===== src/rtl/ex_stage_pkg.sv =====
// Shared definitions for the amber execute stage: widths, opcodes, condition
// codes, flag bit positions, the registered MEM/WB payload and small decode helpers.
// Optional feature macro used by the stage: EX_ROTATE_EN (rotate opcodes).
package ex_stage_pkg;

  localparam int unsigned DATA_W  = 24;
  localparam int unsigned ADDR_W  = 48;
  localparam int unsigned IMM_W   = 12;
  localparam int unsigned OPC_W   = 8;
  localparam int unsigned CC_W    = 4;
  localparam int unsigned FLAG_W  = 4;
  localparam int unsigned SHAMT_W = 5;
  localparam int unsigned NBANK   = 4;

  // SR index holding the flags
  localparam logic [1:0] SR_FL = 2'b10;

  // Flag bit positions inside F = {V,C,N,Z}
  localparam int unsigned FL_Z = 0;
  localparam int unsigned FL_N = 1;
  localparam int unsigned FL_C = 2;
  localparam int unsigned FL_V = 3;

  typedef enum logic [OPC_W-1:0] {
    OPC_NOP   = 8'h00, OPC_MOVUR = 8'h01, OPC_MOVUI = 8'h02,
    OPC_ADDUR = 8'h03, OPC_ADDUI = 8'h04, OPC_SUBUR = 8'h05,
    OPC_SUBUI = 8'h06, OPC_ANDUR = 8'h07, OPC_ANDUI = 8'h08,
    OPC_ORUR  = 8'h09, OPC_ORUI  = 8'h0A, OPC_XORUR = 8'h0B,
    OPC_XORUI = 8'h0C, OPC_NOTUR = 8'h0D, OPC_SHLUR = 8'h0E,
    OPC_SHLUI = 8'h0F, OPC_SHRUR = 8'h10, OPC_SHRUI = 8'h11,
    OPC_ROLUR = 8'h12, OPC_ROLUI = 8'h13, OPC_RORUR = 8'h14,
    OPC_RORUI = 8'h15, OPC_CMPUR = 8'h16, OPC_CMPUI = 8'h17,
    OPC_TSTUR = 8'h18, OPC_MCCUR = 8'h19, OPC_LUIUI = 8'h1A
  } opc_e;

  typedef enum logic [CC_W-1:0] {
    CC_AL = 4'h0, CC_EQ = 4'h1, CC_NE = 4'h2, CC_CS = 4'h3,
    CC_CC = 4'h4, CC_MI = 4'h5, CC_PL = 4'h6
  } cc_e;

  // Registered payload handed to MEM/WB
  typedef struct packed {
    logic [ADDR_W-1:0] pc;
    logic [DATA_W-1:0] instr;
    logic [OPC_W-1:0]  opc;
    logic [3:0]        tgt_gp;
    logic              tgt_gp_we;
    logic [1:0]        tgt_sr;
    logic              tgt_sr_we;
    logic [1:0]        tgt_ar;
    logic              tgt_ar_we;
    logic [DATA_W-1:0] result;
    logic [ADDR_W-1:0] sr_result;
    logic [ADDR_W-1:0] ar_result;
    logic [ADDR_W-1:0] addr;
    logic [ADDR_W-1:0] branch_pc;
    logic              branch_taken;
  } ex_out_t;

  // Immediate-class opcodes take {bank0, imm12} as second operand
  function automatic logic is_ui(input logic [OPC_W-1:0] opc);
    case (opc)
      OPC_MOVUI, OPC_ADDUI, OPC_SUBUI, OPC_ANDUI, OPC_ORUI, OPC_XORUI,
      OPC_SHLUI, OPC_SHRUI, OPC_ROLUI, OPC_RORUI, OPC_CMPUI, OPC_LUIUI:
        return 1'b1;
      default: return 1'b0;
    endcase
  endfunction

  // Condition evaluation for MCCur
  function automatic logic cc_true(input logic [CC_W-1:0] cc,
                                   input logic [FLAG_W-1:0] f);
    case (cc)
      CC_AL:   return 1'b1;
      CC_EQ:   return f[FL_Z];
      CC_NE:   return !f[FL_Z];
      CC_CS:   return f[FL_C];
      CC_CC:   return !f[FL_C];
      CC_MI:   return f[FL_N];
      CC_PL:   return !f[FL_N];
      default: return 1'b0;
    endcase
  endfunction

endpackage


===== src/rtl/ex_stage_if.sv =====
// ID/RF -> EX -> MEM/WB bundle. iw_* are produced by decode/register-file,
// ow_* are the registered execute results. master = upstream driver, slave = ex_stage.
interface ex_stage_if;
  import ex_stage_pkg::*;

  logic [ADDR_W-1:0] iw_pc;
  logic [DATA_W-1:0] iw_instr;
  logic [OPC_W-1:0]  iw_opc;
  logic              iw_sgn_en;
  logic              iw_imm_en;
  logic [13:0]       iw_imm14_val;
  logic [11:0]       iw_imm12_val;
  logic [9:0]        iw_imm10_val;
  logic [15:0]       iw_imm16_val;
  logic [CC_W-1:0]   iw_cc;
  logic [3:0]        iw_tgt_gp;
  logic              iw_tgt_gp_we;
  logic [1:0]        iw_tgt_sr;
  logic              iw_tgt_sr_we;
  logic [1:0]        iw_tgt_ar;
  logic [3:0]        iw_src_gp;
  logic [1:0]        iw_src_ar;
  logic [1:0]        iw_src_sr;
  logic [DATA_W-1:0] iw_src_gp_val;
  logic [DATA_W-1:0] iw_tgt_gp_val;
  logic [ADDR_W-1:0] iw_src_ar_val;
  logic [ADDR_W-1:0] iw_tgt_ar_val;
  logic [ADDR_W-1:0] iw_src_sr_val;
  logic [ADDR_W-1:0] iw_tgt_sr_val;
  logic              iw_flush;
  logic              iw_stall;

  logic [ADDR_W-1:0] ow_pc;
  logic [DATA_W-1:0] ow_instr;
  logic [OPC_W-1:0]  ow_opc;
  logic [3:0]        ow_tgt_gp;
  logic              ow_tgt_gp_we;
  logic [1:0]        ow_tgt_sr;
  logic              ow_tgt_sr_we;
  logic [1:0]        ow_tgt_ar;
  logic              ow_tgt_ar_we;
  logic [DATA_W-1:0] ow_result;
  logic [ADDR_W-1:0] ow_sr_result;
  logic [ADDR_W-1:0] ow_ar_result;
  logic [ADDR_W-1:0] ow_addr;
  logic [ADDR_W-1:0] ow_branch_pc;
  logic              ow_branch_taken;

  modport master (
    output iw_pc, iw_instr, iw_opc, iw_sgn_en, iw_imm_en, iw_imm14_val, iw_imm12_val,
           iw_imm10_val, iw_imm16_val, iw_cc, iw_tgt_gp, iw_tgt_gp_we, iw_tgt_sr,
           iw_tgt_sr_we, iw_tgt_ar, iw_src_gp, iw_src_ar, iw_src_sr, iw_src_gp_val,
           iw_tgt_gp_val, iw_src_ar_val, iw_tgt_ar_val, iw_src_sr_val, iw_tgt_sr_val,
           iw_flush, iw_stall,
    input  ow_pc, ow_instr, ow_opc, ow_tgt_gp, ow_tgt_gp_we, ow_tgt_sr, ow_tgt_sr_we,
           ow_tgt_ar, ow_tgt_ar_we, ow_result, ow_sr_result, ow_ar_result, ow_addr,
           ow_branch_pc, ow_branch_taken
  );

  modport slave (
    input  iw_pc, iw_instr, iw_opc, iw_sgn_en, iw_imm_en, iw_imm14_val, iw_imm12_val,
           iw_imm10_val, iw_imm16_val, iw_cc, iw_tgt_gp, iw_tgt_gp_we, iw_tgt_sr,
           iw_tgt_sr_we, iw_tgt_ar, iw_src_gp, iw_src_ar, iw_src_sr, iw_src_gp_val,
           iw_tgt_gp_val, iw_src_ar_val, iw_tgt_ar_val, iw_src_sr_val, iw_tgt_sr_val,
           iw_flush, iw_stall,
    output ow_pc, ow_instr, ow_opc, ow_tgt_gp, ow_tgt_gp_we, ow_tgt_sr, ow_tgt_sr_we,
           ow_tgt_ar, ow_tgt_ar_we, ow_result, ow_sr_result, ow_ar_result, ow_addr,
           ow_branch_pc, ow_branch_taken
  );
endinterface


===== src/rtl/ex_stage_alu.sv =====
// Combinational unsigned ALU for the execute stage.
// Ports: opc (opcode), t (Rt), opnd (Rs or {bank0,imm12}), amt (shift amount)
//        -> r_c (24-bit result), f_c (flags {V,C,N,Z}).
// Rotates exist only when EX_ROTATE_EN is defined; otherwise they fall to R=0.
module ex_stage_alu
  import ex_stage_pkg::*;
(
  input  logic [OPC_W-1:0]   opc,
  input  logic [DATA_W-1:0]  t,
  input  logic [DATA_W-1:0]  opnd,
  input  logic [SHAMT_W-1:0] amt,
  output logic [DATA_W-1:0]  r_c,
  output logic [FLAG_W-1:0]  f_c
);

  logic [DATA_W:0] sum_c;
  logic [DATA_W:0] dif_c;
  logic            carry_c;
  logic            shift_big_c;

  // Extra top bit gives carry-out on add and borrow (T<operand) on subtract
  assign sum_c       = {1'b0, t} + {1'b0, opnd};
  assign dif_c       = {1'b0, t} - {1'b0, opnd};
  assign shift_big_c = (amt >= SHAMT_W'(DATA_W));

`ifdef EX_ROTATE_EN
  logic [SHAMT_W-1:0]  rot_c;
  logic [2*DATA_W-1:0] rol_c;
  logic [2*DATA_W-1:0] ror_c;
  // amt < 32, so one conditional subtract gives amt mod 24
  assign rot_c = shift_big_c ? amt - SHAMT_W'(DATA_W) : amt;
  assign rol_c = {t, t} << rot_c;
  assign ror_c = {t, t} >> rot_c;
`endif

  always_comb begin
    r_c     = '0;
    carry_c = 1'b0;
    case (opc)
      OPC_MOVUR, OPC_MOVUI: r_c = opnd;
      OPC_ADDUR, OPC_ADDUI: begin
        r_c     = sum_c[DATA_W-1:0];
        carry_c = sum_c[DATA_W];
      end
      OPC_SUBUR, OPC_SUBUI, OPC_CMPUR, OPC_CMPUI: begin
        r_c     = dif_c[DATA_W-1:0];
        carry_c = dif_c[DATA_W];
      end
      OPC_ANDUR, OPC_ANDUI: r_c = t & opnd;
      OPC_ORUR,  OPC_ORUI:  r_c = t | opnd;
      OPC_XORUR, OPC_XORUI: r_c = t ^ opnd;
      OPC_NOTUR:            r_c = ~t;
      OPC_TSTUR:            r_c = t;
      OPC_SHLUR, OPC_SHLUI: r_c = shift_big_c ? '0 : t << amt;
      OPC_SHRUR, OPC_SHRUI: r_c = shift_big_c ? '0 : t >> amt;
`ifdef EX_ROTATE_EN
      OPC_ROLUR, OPC_ROLUI: r_c = rol_c[2*DATA_W-1:DATA_W];
      OPC_RORUR, OPC_RORUI: r_c = ror_c[DATA_W-1:0];
`endif
      default:              r_c = '0;
    endcase
  end

  assign f_c = {1'b0, carry_c, r_c[DATA_W-1], (r_c == '0)};

endmodule


===== src/rtl/ex_stage.sv =====
// Amber execute stage: operand select, MCC condition evaluation, LUI bank
// registers and the single-cycle output register toward MEM/WB.
// Ports: iw_clk (rising edge), iw_rst (async active-low),
//        b (ex_stage_if.slave: decoded operands in, registered results out).
// Config: EX_ROTATE_EN enables the ROL/ROR opcodes.
module ex_stage
  import ex_stage_pkg::*;
(
  input logic         iw_clk,
  input logic         iw_rst,
  ex_stage_if.slave   b
);

  logic [NBANK-1:0][IMM_W-1:0] bank_q;
  ex_out_t                     out_q;
  ex_out_t                     nxt_c;
  logic                        bank_we_c;
  logic [DATA_W-1:0]           opnd_c;
  logic [SHAMT_W-1:0]          amt_c;
  logic [FLAG_W-1:0]           fl_in_c;
  logic [DATA_W-1:0]           alu_r_c;
  logic [FLAG_W-1:0]           alu_f_c;
  logic                        unused_c;

  // Second operand and shift amount: register class uses Rs, immediate class uses bank0:imm12
  assign opnd_c  = is_ui(b.iw_opc) ? {bank_q[0], b.iw_imm12_val} : b.iw_src_gp_val;
  assign amt_c   = is_ui(b.iw_opc) ? b.iw_imm12_val[SHAMT_W-1:0]
                                   : b.iw_src_gp_val[SHAMT_W-1:0];
  // MCC reads flags only when the selected SR is the flag register
  assign fl_in_c = (b.iw_src_sr == SR_FL) ? b.iw_src_sr_val[FLAG_W-1:0] : '0;

  ex_stage_alu u_alu (
    .opc  (b.iw_opc),
    .t    (b.iw_tgt_gp_val),
    .opnd (opnd_c),
    .amt  (amt_c),
    .r_c  (alu_r_c),
    .f_c  (alu_f_c)
  );

  // Next payload; unknown opcodes leave result and every write enable at 0
  always_comb begin
    nxt_c        = '0;
    bank_we_c    = 1'b0;
    nxt_c.pc     = b.iw_pc;
    nxt_c.instr  = b.iw_instr;
    nxt_c.opc    = b.iw_opc;
    nxt_c.tgt_gp = b.iw_tgt_gp;
    nxt_c.tgt_sr = b.iw_tgt_sr;
    nxt_c.tgt_ar = b.iw_tgt_ar;
    case (b.iw_opc)
      OPC_MOVUR, OPC_MOVUI: begin
        nxt_c.result    = alu_r_c;
        nxt_c.tgt_gp_we = b.iw_tgt_gp_we;
        nxt_c.tgt_sr_we = b.iw_tgt_sr_we;
      end
      OPC_MCCUR: begin
        nxt_c.result    = cc_true(b.iw_cc, fl_in_c) ? b.iw_src_gp_val : b.iw_tgt_gp_val;
        nxt_c.tgt_gp_we = b.iw_tgt_gp_we;
        nxt_c.tgt_sr_we = b.iw_tgt_sr_we;
      end
      OPC_LUIUI: begin
        bank_we_c       = 1'b1;
        nxt_c.tgt_sr_we = b.iw_tgt_sr_we;
      end
      OPC_CMPUR, OPC_CMPUI, OPC_TSTUR: begin
        nxt_c.result    = alu_r_c;
        nxt_c.tgt_sr    = SR_FL;
        nxt_c.tgt_sr_we = 1'b1;
        nxt_c.sr_result = ADDR_W'(alu_f_c);
      end
      OPC_ADDUR, OPC_ADDUI, OPC_SUBUR, OPC_SUBUI, OPC_ANDUR, OPC_ANDUI,
      OPC_ORUR, OPC_ORUI, OPC_XORUR, OPC_XORUI, OPC_NOTUR,
      OPC_SHLUR, OPC_SHLUI, OPC_SHRUR, OPC_SHRUI
`ifdef EX_ROTATE_EN
      , OPC_ROLUR, OPC_ROLUI, OPC_RORUR, OPC_RORUI
`endif
      : begin
        nxt_c.result    = alu_r_c;
        nxt_c.tgt_gp_we = b.iw_tgt_gp_we;
        nxt_c.tgt_sr    = SR_FL;
        nxt_c.tgt_sr_we = 1'b1;
        nxt_c.sr_result = ADDR_W'(alu_f_c);
      end
      default: ;
    endcase
  end

  // Stall freezes everything; flush inserts an all-zero bubble without touching banks
  always_ff @(posedge iw_clk or negedge iw_rst) begin
    if (!iw_rst) begin
      out_q  <= '0;
      bank_q <= '0;
    end else if (!b.iw_stall) begin
      if (b.iw_flush) begin
        out_q <= '0;
      end else begin
        out_q <= nxt_c;
        if (bank_we_c) bank_q[b.iw_instr[15:14]] <= b.iw_imm12_val;
      end
    end
  end

  assign b.ow_pc           = out_q.pc;
  assign b.ow_instr        = out_q.instr;
  assign b.ow_opc          = out_q.opc;
  assign b.ow_tgt_gp       = out_q.tgt_gp;
  assign b.ow_tgt_gp_we    = out_q.tgt_gp_we;
  assign b.ow_tgt_sr       = out_q.tgt_sr;
  assign b.ow_tgt_sr_we    = out_q.tgt_sr_we;
  assign b.ow_tgt_ar       = out_q.tgt_ar;
  assign b.ow_tgt_ar_we    = out_q.tgt_ar_we;
  assign b.ow_result       = out_q.result;
  assign b.ow_sr_result    = out_q.sr_result;
  assign b.ow_ar_result    = out_q.ar_result;
  assign b.ow_addr         = out_q.addr;
  assign b.ow_branch_pc    = out_q.branch_pc;
  assign b.ow_branch_taken = out_q.branch_taken;

  // Decode hints and AR/SR operands not consumed by this ALU subset
  assign unused_c = ^{b.iw_sgn_en, b.iw_imm_en, b.iw_imm14_val, b.iw_imm10_val,
                      b.iw_imm16_val, b.iw_src_gp, b.iw_src_ar, b.iw_src_ar_val,
                      b.iw_tgt_ar_val, b.iw_tgt_sr_val, b.iw_src_sr_val[ADDR_W-1:FLAG_W]};

endmodule


===== src/flat_wrapper.sv =====
// flat-port wrapper written by rule: the top's interface ports become plain ports
module ex_stage_flat import ex_stage_pkg::*;
  (iw_clk, iw_rst, b_iw_pc, b_iw_instr, b_iw_opc, b_iw_sgn_en, b_iw_imm_en, b_iw_imm14_val, b_iw_imm12_val, b_iw_imm10_val, b_iw_imm16_val, b_iw_cc, b_iw_tgt_gp, b_iw_tgt_gp_we, b_iw_tgt_sr, b_iw_tgt_sr_we, b_iw_tgt_ar, b_iw_src_gp, b_iw_src_ar, b_iw_src_sr, b_iw_src_gp_val, b_iw_tgt_gp_val, b_iw_src_ar_val, b_iw_tgt_ar_val, b_iw_src_sr_val, b_iw_tgt_sr_val, b_iw_flush, b_iw_stall, b_ow_pc, b_ow_instr, b_ow_opc, b_ow_tgt_gp, b_ow_tgt_gp_we, b_ow_tgt_sr, b_ow_tgt_sr_we, b_ow_tgt_ar, b_ow_tgt_ar_we, b_ow_result, b_ow_sr_result, b_ow_ar_result, b_ow_addr, b_ow_branch_pc, b_ow_branch_taken);
  ex_stage_if b_i ();
  input logic iw_clk;
  input logic iw_rst;
  input wire logic [$bits(b_i.iw_pc)-1:0] b_iw_pc;
  input wire logic [$bits(b_i.iw_instr)-1:0] b_iw_instr;
  input wire logic [$bits(b_i.iw_opc)-1:0] b_iw_opc;
  input wire logic [$bits(b_i.iw_sgn_en)-1:0] b_iw_sgn_en;
  input wire logic [$bits(b_i.iw_imm_en)-1:0] b_iw_imm_en;
  input wire logic [$bits(b_i.iw_imm14_val)-1:0] b_iw_imm14_val;
  input wire logic [$bits(b_i.iw_imm12_val)-1:0] b_iw_imm12_val;
  input wire logic [$bits(b_i.iw_imm10_val)-1:0] b_iw_imm10_val;
  input wire logic [$bits(b_i.iw_imm16_val)-1:0] b_iw_imm16_val;
  input wire logic [$bits(b_i.iw_cc)-1:0] b_iw_cc;
  input wire logic [$bits(b_i.iw_tgt_gp)-1:0] b_iw_tgt_gp;
  input wire logic [$bits(b_i.iw_tgt_gp_we)-1:0] b_iw_tgt_gp_we;
  input wire logic [$bits(b_i.iw_tgt_sr)-1:0] b_iw_tgt_sr;
  input wire logic [$bits(b_i.iw_tgt_sr_we)-1:0] b_iw_tgt_sr_we;
  input wire logic [$bits(b_i.iw_tgt_ar)-1:0] b_iw_tgt_ar;
  input wire logic [$bits(b_i.iw_src_gp)-1:0] b_iw_src_gp;
  input wire logic [$bits(b_i.iw_src_ar)-1:0] b_iw_src_ar;
  input wire logic [$bits(b_i.iw_src_sr)-1:0] b_iw_src_sr;
  input wire logic [$bits(b_i.iw_src_gp_val)-1:0] b_iw_src_gp_val;
  input wire logic [$bits(b_i.iw_tgt_gp_val)-1:0] b_iw_tgt_gp_val;
  input wire logic [$bits(b_i.iw_src_ar_val)-1:0] b_iw_src_ar_val;
  input wire logic [$bits(b_i.iw_tgt_ar_val)-1:0] b_iw_tgt_ar_val;
  input wire logic [$bits(b_i.iw_src_sr_val)-1:0] b_iw_src_sr_val;
  input wire logic [$bits(b_i.iw_tgt_sr_val)-1:0] b_iw_tgt_sr_val;
  input wire logic [$bits(b_i.iw_flush)-1:0] b_iw_flush;
  input wire logic [$bits(b_i.iw_stall)-1:0] b_iw_stall;
  output wire logic [$bits(b_i.ow_pc)-1:0] b_ow_pc;
  output wire logic [$bits(b_i.ow_instr)-1:0] b_ow_instr;
  output wire logic [$bits(b_i.ow_opc)-1:0] b_ow_opc;
  output wire logic [$bits(b_i.ow_tgt_gp)-1:0] b_ow_tgt_gp;
  output wire logic [$bits(b_i.ow_tgt_gp_we)-1:0] b_ow_tgt_gp_we;
  output wire logic [$bits(b_i.ow_tgt_sr)-1:0] b_ow_tgt_sr;
  output wire logic [$bits(b_i.ow_tgt_sr_we)-1:0] b_ow_tgt_sr_we;
  output wire logic [$bits(b_i.ow_tgt_ar)-1:0] b_ow_tgt_ar;
  output wire logic [$bits(b_i.ow_tgt_ar_we)-1:0] b_ow_tgt_ar_we;
  output wire logic [$bits(b_i.ow_result)-1:0] b_ow_result;
  output wire logic [$bits(b_i.ow_sr_result)-1:0] b_ow_sr_result;
  output wire logic [$bits(b_i.ow_ar_result)-1:0] b_ow_ar_result;
  output wire logic [$bits(b_i.ow_addr)-1:0] b_ow_addr;
  output wire logic [$bits(b_i.ow_branch_pc)-1:0] b_ow_branch_pc;
  output wire logic [$bits(b_i.ow_branch_taken)-1:0] b_ow_branch_taken;
  assign b_i.iw_pc = b_iw_pc;
  assign b_i.iw_instr = b_iw_instr;
  assign b_i.iw_opc = b_iw_opc;
  assign b_i.iw_sgn_en = b_iw_sgn_en;
  assign b_i.iw_imm_en = b_iw_imm_en;
  assign b_i.iw_imm14_val = b_iw_imm14_val;
  assign b_i.iw_imm12_val = b_iw_imm12_val;
  assign b_i.iw_imm10_val = b_iw_imm10_val;
  assign b_i.iw_imm16_val = b_iw_imm16_val;
  assign b_i.iw_cc = b_iw_cc;
  assign b_i.iw_tgt_gp = b_iw_tgt_gp;
  assign b_i.iw_tgt_gp_we = b_iw_tgt_gp_we;
  assign b_i.iw_tgt_sr = b_iw_tgt_sr;
  assign b_i.iw_tgt_sr_we = b_iw_tgt_sr_we;
  assign b_i.iw_tgt_ar = b_iw_tgt_ar;
  assign b_i.iw_src_gp = b_iw_src_gp;
  assign b_i.iw_src_ar = b_iw_src_ar;
  assign b_i.iw_src_sr = b_iw_src_sr;
  assign b_i.iw_src_gp_val = b_iw_src_gp_val;
  assign b_i.iw_tgt_gp_val = b_iw_tgt_gp_val;
  assign b_i.iw_src_ar_val = b_iw_src_ar_val;
  assign b_i.iw_tgt_ar_val = b_iw_tgt_ar_val;
  assign b_i.iw_src_sr_val = b_iw_src_sr_val;
  assign b_i.iw_tgt_sr_val = b_iw_tgt_sr_val;
  assign b_i.iw_flush = b_iw_flush;
  assign b_i.iw_stall = b_iw_stall;
  assign b_ow_pc = b_i.ow_pc;
  assign b_ow_instr = b_i.ow_instr;
  assign b_ow_opc = b_i.ow_opc;
  assign b_ow_tgt_gp = b_i.ow_tgt_gp;
  assign b_ow_tgt_gp_we = b_i.ow_tgt_gp_we;
  assign b_ow_tgt_sr = b_i.ow_tgt_sr;
  assign b_ow_tgt_sr_we = b_i.ow_tgt_sr_we;
  assign b_ow_tgt_ar = b_i.ow_tgt_ar;
  assign b_ow_tgt_ar_we = b_i.ow_tgt_ar_we;
  assign b_ow_result = b_i.ow_result;
  assign b_ow_sr_result = b_i.ow_sr_result;
  assign b_ow_ar_result = b_i.ow_ar_result;
  assign b_ow_addr = b_i.ow_addr;
  assign b_ow_branch_pc = b_i.ow_branch_pc;
  assign b_ow_branch_taken = b_i.ow_branch_taken;
  ex_stage u_core (.iw_clk(iw_clk), .iw_rst(iw_rst), .b(b_i));
endmodule

===== config.mk =====
export PLATFORM = sky130hd
export DESIGN_NAME = ex_stage_flat
export DESIGN_NICKNAME = d
export VERILOG_FILES = /design/src/rtl/ex_stage_pkg.sv /design/src/rtl/ex_stage_if.sv /design/src/rtl/ex_stage_alu.sv /design/src/rtl/ex_stage.sv /design/src/flat_wrapper.sv
export SDC_FILE = /design/constraint.sdc
export NUM_CORES = 1
export LEC_CHECK = 0
export BUFFER_PORTS_ARGS = -buffer_cell sky130_fd_sc_hd__clkbuf_2
export CAP_MARGIN = 30
export CORE_AREA = 2 2 277 279
export DETAILED_ROUTE_END_ITERATION = 7
export DIE_AREA = 0 0 279 281
export PLACE_DENSITY_LB_ADDON = 0.12
export SLEW_MARGIN = 10
export SYNTH_ARGS = -nofsm -noshare
export SYNTH_HDL_FRONTEND = slang
export SYNTH_SLANG_ARGS = --single-unit

===== constraint.sdc =====
create_clock -name iw_clk -period 3.8 [get_ports iw_clk]
set_input_delay 0.57 -clock iw_clk [delete_from_list [all_inputs] [get_ports iw_clk]]
set_output_delay 0.57 -clock iw_clk [all_outputs]
set_load 0.02 [all_outputs]

After elaboration in Yosys (flattened, before gate mapping)
Memories as Yosys holds them, arrays and structs flattened. Index checks and enable logic that the tools add are counted.

Reduce and logical (&&, ||, !) cells: 20. Eq/ne operators: 29. Shifts and indexed selects: 2. Order comparisons: 3. Mux-type cells: 22. Add/sub/neg operators: 2. Bitwise logic cells: 6.

Operator list (number): $mux W308 (1); $pmux W24 S10 (1); $mux W24 (4); $eq A8 B4 Y1 const B (8); $eq A8 B5 Y1 const B (7); $bwmux W48 (1); $pmux W24 S2 (1); $reduce_or A18 Y1 (2); $eq A8 B3 Y1 const B (4); $add A24 B24 Y25 (1); $sub A24 B24 Y25 (1); $and A24 B24 Y24 (1); $demux W12 S2 (1); $logic_not A24 Y1 (1); $not A24 Y24 (1); $or A24 B24 Y24 (1); $shl A24 B5 Y24 (1); $shr A24 B5 Y24 (1); $xor A24 B24 Y24 (1); $reduce_or A20 Y1 (1); $eq A8 B2 Y1 const B (2); $reduce_or A2 Y1 (7); $eq A4 B3 Y1 const B (3); $mux W12 (1); 20 further kinds (31).

Logic and storage cells: 105. Output and inout bits: 308. Flip-flop bits (word level): 356. Memories: 2. ROM bits: 64. Input bits: 400.

Memory list: (name not given) (words 32, width 1, read ports 1, clocked after Yosys merged registers in 0, write ports 0, RTL line ex_stage_pkg.sv:62) `case (opc)`; (name not given) (words 32, width 1, read ports 1, clocked after Yosys merged registers in 0, write ports 0, RTL line ex_stage_pkg.sv:62).

Depth between registers and ports, before layout
Gate-level depths: netlist of run 1.

Depth in word-level cells: 9. Depth in mapped cells: 26.

Hierarchy
A second synthesis of run 1 with hierarchy kept.

Cells, all modules: 1894. Area, all modules: 15318.4 um^2.

Modules (own cells, without submodules): ex_stage (times used 1, sequential area each 3253.1 um^2, cells an instance 813, area each 7845.0 um^2); ex_stage_alu (times used 1, sequential area each 0.0 um^2, cells an instance 1081, area each 7473.4 um^2).

Least setup slack after synthesis of run 1
OpenSTA, ideal clock, no wires.

Kind: input -> register. From: in b_iw_opc[0]. To: reg u_core.out_q (netlist bit u_core.b.ow_sr_result[0]). Arrival: 5.680 ns. Buffers on the path: 4. Required time: 3.724 ns. Stages on the path: 26. Slack: -1.957 ns. Path through: inv_1 -> ha_1 -> nand2b_1 -> a221o_1 -> o22a_4 -> buf_6 -> nor2_8 -> buf_2 -> buf_1 -> mux2_2 -> inv_1 -> ha_1 -> clkbuf_8 -> inv_1 -> o31ai_1 -> or3_1 -> o21ai_1 -> o311ai_0 -> and3_1 -> o21ai_0 -> nor3b_1 -> or3_1 -> a211o_1 -> nor3_1 -> nand4_1 -> o21ai_1.

Cells in the longest elaborated chain, start to end: 9.

Ends and longest elaborated chain: start, declared (RTL line flat_wrapper.sv:9) `input wire logic [$bits(b_i.iw_opc)-1:0] b_iw_opc;`; parallel branches: the longest is 7 deep, another holds $sub A24 B24 Y25; $mux W3 (*) (RTL line ex_stage.sv:51) `case (b.iw_opc)`; $mux W308 (*) (RTL line ex_stage.sv:95) `if (b.iw_flush) begin`; end signal, assigned (RTL line ex_stage.sv:98) `out_q <= nxt_c;`; end, declared (RTL line ex_stage.sv:15) `ex_out_t out_q;`.

Mark *: on every way between the ends. A chain may end at the register's enable or synchronous reset.

Final worst setup path of run 1
From: in b_iw_opc[0]. To: reg u_core.out_q (netlist bit u_core.b.ow_sr_result[1]).

Cells in the longest elaborated chain, start to end: 8.

Ends and longest elaborated chain (RTL line): parallel branches: the longest is 6 deep, another holds $sub A24 B24 Y25; $mux W3 (*) (ex_stage.sv:51); $mux W308 (*) (ex_stage.sv:95).

Marked as above.

==> metrics, run 1 <==
final hold slack 356 ps; non-filler cells in the finished layout 3804; Final min period 5030 ps; period utilisation layout 132%; simple-gate share of the synthesized area 17.6%; multiplexer share of the synthesized area 5.42%; vias per cell 4.87; Max Slew Vio Count 0; setup_tns -20530 ps; clock tree buffer depth 2; CTS sink cnt 129; Core ar. 75400 µm²; Synth Area in XOR/XNOR 0.870%; Synth Area in Compound Gates 31.0%; first-pass GRT wire length 131 mm; endpoints failing setup 26; CP endpoint u_core.b.ow_sr_result[1]; startpoint types primary input; met2 global-route usage 37.0%; share of layout cells above drive strength 1 45.8%; RSZ-0062 raised after global routing true; failing checks setup timing; Yosys warnings 0; CTS Buf Count 17; Peak VDD IR 0.000239 V; clock skew 5.95 ps; maxcap violations 0; sequential cell area fraction in the yosys report 21.4%; initial antenna violation count 1; io pins 708; Cell Rows 101; PD cells 271 nW/µm²; Post-Syn Area 15100 µm²; post-DR wirelength/cell 24.5 µm; fin nets 3292; main combinational cell family by area after synthesis compound AO/OA/AOI/OAI gates; GR Util All Layers 22.8%; Syn Area/Cell 7.55 µm²; unique cell type count in the Yosys netlist 99; worst hold path class primary input to register; fmax 0.199 GHz; post-synthesis instance total 2001; Post-synth ARST share 100%; drt first pass iters 8; area share of fa/ha/maj cells after synthesis 6.60%; status complete, but fails checks; CP Class primary input to register; R2R Setup Slk 170 ps; met1 GRT Util 30.8%; r2r endpoint u_core.b.ow_sr_result[0]; final RePlAce weighted congestion 0.947; Clock Latency Late Sink 420 ps; vias in the first global route 18288; FF+latch area 3230 µm²; Die W 279 µm; flops & latches, synth 129; Least-Margin Pin Slew 1070 ps; DR vias 18516; reg-to-reg startpoint u_core.bank_q[2]; Fillers 8109; Initial DRC Count 1323; footprint of the multi-input gates 11800 µm²; P&R area growth vs syn 60.0%; commonest cells after routing, fill and taps aside buf_4 (589), clkbuf_2 (276), nand2_1 (270); Clock transition at path regs 60 ps; Synth Flop Type dfrtp_1; antenna-violating nets left 0; DP Cell Count 3687; crit path from b_iw_opc[0]; Fin. Hold Viols 0; Die H 281 µm; Post-synth EDFFs 0; max_slew headroom 26.9%; PnR worst setup slack -1230 ps; Post-DP HPWL 75.9 mm; final global-route overflow total 0; hold path start b_iw_pc[38]; CTS H-tree lvls 4; Lkg Pwr 0.0113 µW; Final Core Density 32.0%; peak fanout along the critical path 5; total wire length 93.3 mm; routing usage on met3 4.05%; GR peak layer met2; worst reg2reg path depth 19; Initial Utilization 20.0%; Root Driver clkbuf_16; TritonCTS clock tree done; Buffers on Ports 279; crit path capture type register; commonest non-fill, non-tap cell in the layout buf_4; DR DRC count 0; Die ar. 78400 µm²; CP required 4110 ps; worst path arrival time 5340 ps; largest net degree at the start of global routing 101
==> cell families (layout without fill, tap and decap cells) <==
family,count (synthesis),after routing
and+or+nand+nor,581,581
adders and majority gates,79,79
other,1,192
AOI/OAI and AO/OA,692,692
xor gates and xnor gates,15,15
buffers and inverters,426,1060
DFF,129,129
muxes,78,78
==> worst min path at each step <==
stage	depth (start not counted)	to
detailed placement	2	u_core.b.ow_result[12]
CTS	1	u_core.b.ow_instr[7]
global placement	2	u_core.b.ow_tgt_sr[0]
global route	2	u_core.b.ow_pc[38]
floorplan	0	u_core.b.ow_instr[0]
finish	2	u_core.b.ow_pc[38]
==> worst max-delay path: stages <==
cell	delay (ps)
buf_8	80
clkinvlp_4	140
ha_4	240
a221o_1	360
o22a_4	260
buf_12	150
buf_6	120
o21ai_4	120
a21boi_4	210
inv_2	70
ha_4	310
a21o_1	160
a21oi_2	80
buf_4	150
a21oi_4	200
buf_6	130
o21ai_4	80
buf_12	140
o311ai_4	230
and3_4	250
o21ai_2	50
nor3b_2	140
or3_1	330
a211o_1	350
buf_12	170
a32o_1	240
==> flip-flops by register name, indices dropped and copies added (netlist names), 3 cells and up <==
signal	flops
u_core.b.ow_tgt_gp	4
u_core.b.ow_instr	24
u_core.b.ow_sr_result	3
u_core.b.ow_pc	48
u_core.b.ow_opc	8
u_core.b.ow_result	24
u_core.bank_q	12
==> metrics by stage <==
step	total power, µW	worst slack (ps)	area [µm²]
after global routing	6850	-1370	24200
after floorplan	3050	-1090	16200
after CTS	6380	-1130	23100
final	6550	-1230	24200
after detailed placement	4250	-1950	21000
after global placement	4250	-1930	21000
==> cell type report <==
cell class | instances | area share (%)
multi-input combinational | 1636 | 49.0
timing repair buffer | 946 | 28.5
sequential | 129 | 13.4
tap | 978 | 5.07
clock buffer | 19 | 1.83
inverter | 83 | 1.35
clock inverter | 12 | 0.849
antenna | 1 | 0.0104
==> power by group <==
group | internal [µW] | leakage (µW) | switching (µW)
Sequential | 1460 | 0.00171 | 51.5
Clock | 1180 | 0.000310 | 651
Combinational | 1330 | 0.00932 | 1870
==> Yosys cell counts (13+ instances only) <==
cell type | instances | area share [%]
a21o_1 | 20 | 0.99
a211oi_1 | 20 | 0.99
o22ai_1 | 21 | 0.87
o221ai_1 | 23 | 1.3
xnor2_1 | 14 | 0.81
inv_1 | 80 | 2.0
a221oi_1 | 29 | 1.7
nand3_1 | 19 | 0.63
clkbuf_8 | 13 | 1.2
buf_4 | 195 | 9.7
buf_2 | 28 | 0.93
a31oi_1 | 19 | 0.79
a22oi_1 | 17 | 0.85
nor4_1 | 16 | 0.66
o31ai_1 | 16 | 0.80
a21oi_1 | 150 | 5.0
nand2b_1 | 14 | 0.58
o21ai_0 | 180 | 6.0
a22o_1 | 18 | 1.0
clkbuf_1 | 81 | 2.0
o211ai_1 | 23 | 1.1
buf_1 | 13 | 0.32
nand2_1 | 276 | 6.9
mux2_2 | 30 | 2.2
dfrtp_1 | 129 | 21
ha_1 | 78 | 6.5
nor2_1 | 118 | 2.9
mux2i_1 | 48 | 3.2
a311oi_1 | 17 | 0.99
nor3_1 | 48 | 1.6
==> timing repair <==
action	4_1_cts	5_1_grt
endpoints found under the hold margin	0	16
pin swaps	93	92
endpoints found under the setup margin	27	27
buffers inserted	62	40
resized for setup	216	158
hold buffers	0	1
==> per-layer routing <==
layer  share of wire (%)  wire, µm  vias to the layer above
met2                  45     42300                      778
li1                    -         -                     8533
met3                 7.0      6530                      122
met1                  44     41500                     9083
met4                 3.2      2960                        0
met5                   0         0                        -
(Power assumes the default switching activity.)
==> run 2: changes to the inputs <==
- BUFFER_PORTS_ARGS: -buffer_cell sky130_fd_sc_hd__clkbuf_2 -> -buffer_cell sky130_fd_sc_hd__buf_2
- CTS_CLUSTER_DIAMETER: default -> 120
==> run 2 against run 1 <==
Net effect: the flow still finishes with violations (setup timing); clock skew increased by 3.0 ps; clock power is 7% lower; global-route usage is essentially flat; clock-buffer cell count increased by 3; critical path depth shrank 1; hold slack gained 1.0 ps; critical path type unchanged.
==> metrics, run 2 (same netlist as run 1, synthesis figures left out) <==
Tot Pwr 6340 µW (was 6550 µW); largest net degree at the start of global routing 101 (unchanged); initial antenna violation count 0 (was 1); post-DR wirelength/cell 24.7 µm (was 24.5 µm); Initial Utilization 20.0% (unchanged); worst path arrival time 5260 ps (was 5340 ps); period utilisation layout 129% (was 132%); non-filler cells in the finished layout 3791 (was 3804); fin nets 3278 (was 3292); final RePlAce weighted congestion 0.937 (was 0.947); Lkg Pwr 0.0112 µW (was 0.0113 µW); Initial DRC Count 1503 (was 1323); pre-CTS setup slack -1830 ps (was -1950 ps); Die H 281 µm (unchanged); RSZ-0062 raised after global routing true (unchanged); CTS Buf Count 17 (unchanged); first-pass GRT wire length 131 mm (about the same); Core ar. 75400 µm² (unchanged); CTS sink cnt 129 (unchanged); commonest non-fill, non-tap cell in the layout buf_4 (unchanged); final global-route overflow total 0 (unchanged); startpoint types primary input (unchanged); Cell Rows 101 (unchanged); clock tree buffer depth 2 (unchanged); Buffers on Ports 279 (unchanged); fmax 0.203 GHz (was 0.199 GHz); Die ar. 78400 µm² (unchanged); TritonCTS clock tree done (unchanged); maxcap violations 0 (unchanged); crit path capture type register (unchanged); drt first pass iters 7 (was 8); max_slew headroom 41.1% (was 26.9%); status complete, but fails checks (unchanged); Die W 279 µm (unchanged); Clock transition at path regs 60 ps (about the same); P&R area growth vs syn 57.7% (was 60.0%); Least-Margin Pin Slew 883 ps (was 1070 ps); peak fanout along the critical path 7 (was 5); PnR worst setup slack -1120 ps (was -1230 ps); failing checks setup timing (unchanged); Root Driver clkbuf_16 (unchanged); Max Slew Vio Count 0 (unchanged); CTS H-tree lvls 4 (unchanged); Post-DP HPWL 76.7 mm (was 75.9 mm); antenna-violating nets left 0 (unchanged); worst hold path class primary input to register (unchanged); vias per cell 4.91 (was 4.87); share of layout cells above drive strength 1 45.0% (was 45.8%); PD cells 266 nW/µm² (was 271 nW/µm²); DR vias 18601 (was 18516); DR DRC count 0 (unchanged); Final min period 4920 ps (was 5030 ps); endpoints failing setup 26 (unchanged); Fin. Hold Viols 0 (unchanged); Clock Latency Late Sink 420 ps (about the same); CP Class primary input to register (unchanged); CP required 4140 ps (was 4110 ps); io pins 708 (unchanged); GR Util All Layers 22.8% (about the same); total wire length 93.5 mm (was 93.3 mm); clock skew 8.94 ps (was 5.95 ps); DP Cell Count 3687 (unchanged); commonest cells after routing, fill and taps aside buf_4 (591), buf_2 (276), nand2_1 (269) (was buf_4 (589), clkbuf_2 (276), nand2_1 (270)); vias in the first global route 18028 (was 18288); Peak VDD IR 0.000223 V (was 0.000239 V); max reg flops 48 (unchanged)
-- run 2: changes by cell type in the layout (fill, tap and decap cells not counted), sizes merged --
cell,change
clkinv,+1
clkbuf,-273
nor2,+1
bufinv,-3
buf,+261
-- run 2: final timing paths --
kind / start / endpoint / slack (ps) / cells past startpoint
setup reg to reg: u_core.bank_q[4] / u_core.b.ow_sr_result[0] / 190 / 18
hold reg to reg: u_core.b.ow_result[6] / u_core.b.ow_result[6] / 470 / 2
min in group asynchronous: iw_rst / u_core.b.ow_instr[21] / 550 / 2
max in group asynchronous: iw_rst / u_core.b.ow_instr[1] / 2290 / 4
hold / removal: b_iw_pc[37] / u_core.b.ow_pc[37] / 360 / 2
setup / recovery: b_iw_opc[0] / u_core.b.ow_sr_result[0] / -1120 / 25
-- run 2: layout make-up --
cell class	count	area, µm²
antenna	1	2.50
clock inverter	10	124
tap	978	1220
multi-input combinational	1637	11700
sequential	129	3230
fill	8157	51600
timing repair buffer	931	6680
inverter	83	330
clock buffer	22	494
-- run 2: power by group --
part	leakage, µW	switching, µW	internal [µW]	total [µW]
sequential	0.00171	49.5	1460	1510
combinational	0.00922	1850	1270	3120
clock	0.000299	648	1060	1710
total	0.0112	2550	3790	6340
-- run 2: what timing repair did --
item	in CTS	in global routing
setup endpoints to repair	27	27
setup buffers	57	22
resized for setup	204	136
pin swaps	81	78
hold buffers	0	1
hold endpoints to repair	0	14
cloned	1	0
-- run 2: per-stage QoR --
stage               hold slack, ps  TNS (ps)  util (%)  cell area [µm²]
floorplan                      274    -18590         -            16200
global placement               459    -37550      27.8            21000
detailed placement             466    -39260      27.8            21000
CTS                            294    -18260      30.5            23000
global route                   350    -22540      31.6            23800
finish                         357    -18890      31.6            23800
-- run 2: critical path, stage by stage --
cell        delay, ps
buf_8              80
clkinvlp_4        120
ha_4              230
a221o_1           360
o22a_4            290
buf_4             170
o21ai_4           140
nand2_2            80
buf_6             130
ha_4              270
a21oi_2            70
nand4b_1          260
buf_4             210
a21oi_4           190
buf_6             130
o21ai_4           110
o311ai_4          280
and3_4            220
o21ai_1            60
nor3b_2           140
or3_1             330
a211o_4           370
nor3_2            160
nand4_1           120
o21ai_1           140
-- run 2: routing by layer --
metal	GRT usage, %	routed length [µm]	part of all wire (%)	vias to the layer above
li1	-	-	-	8528
met3	3.53	5980	6.4	116
met4	7.21	3040	3.3	0
met2	37.2	42800	46	764
met1	30.8	41700	45	9193
met5	0	0	0	-
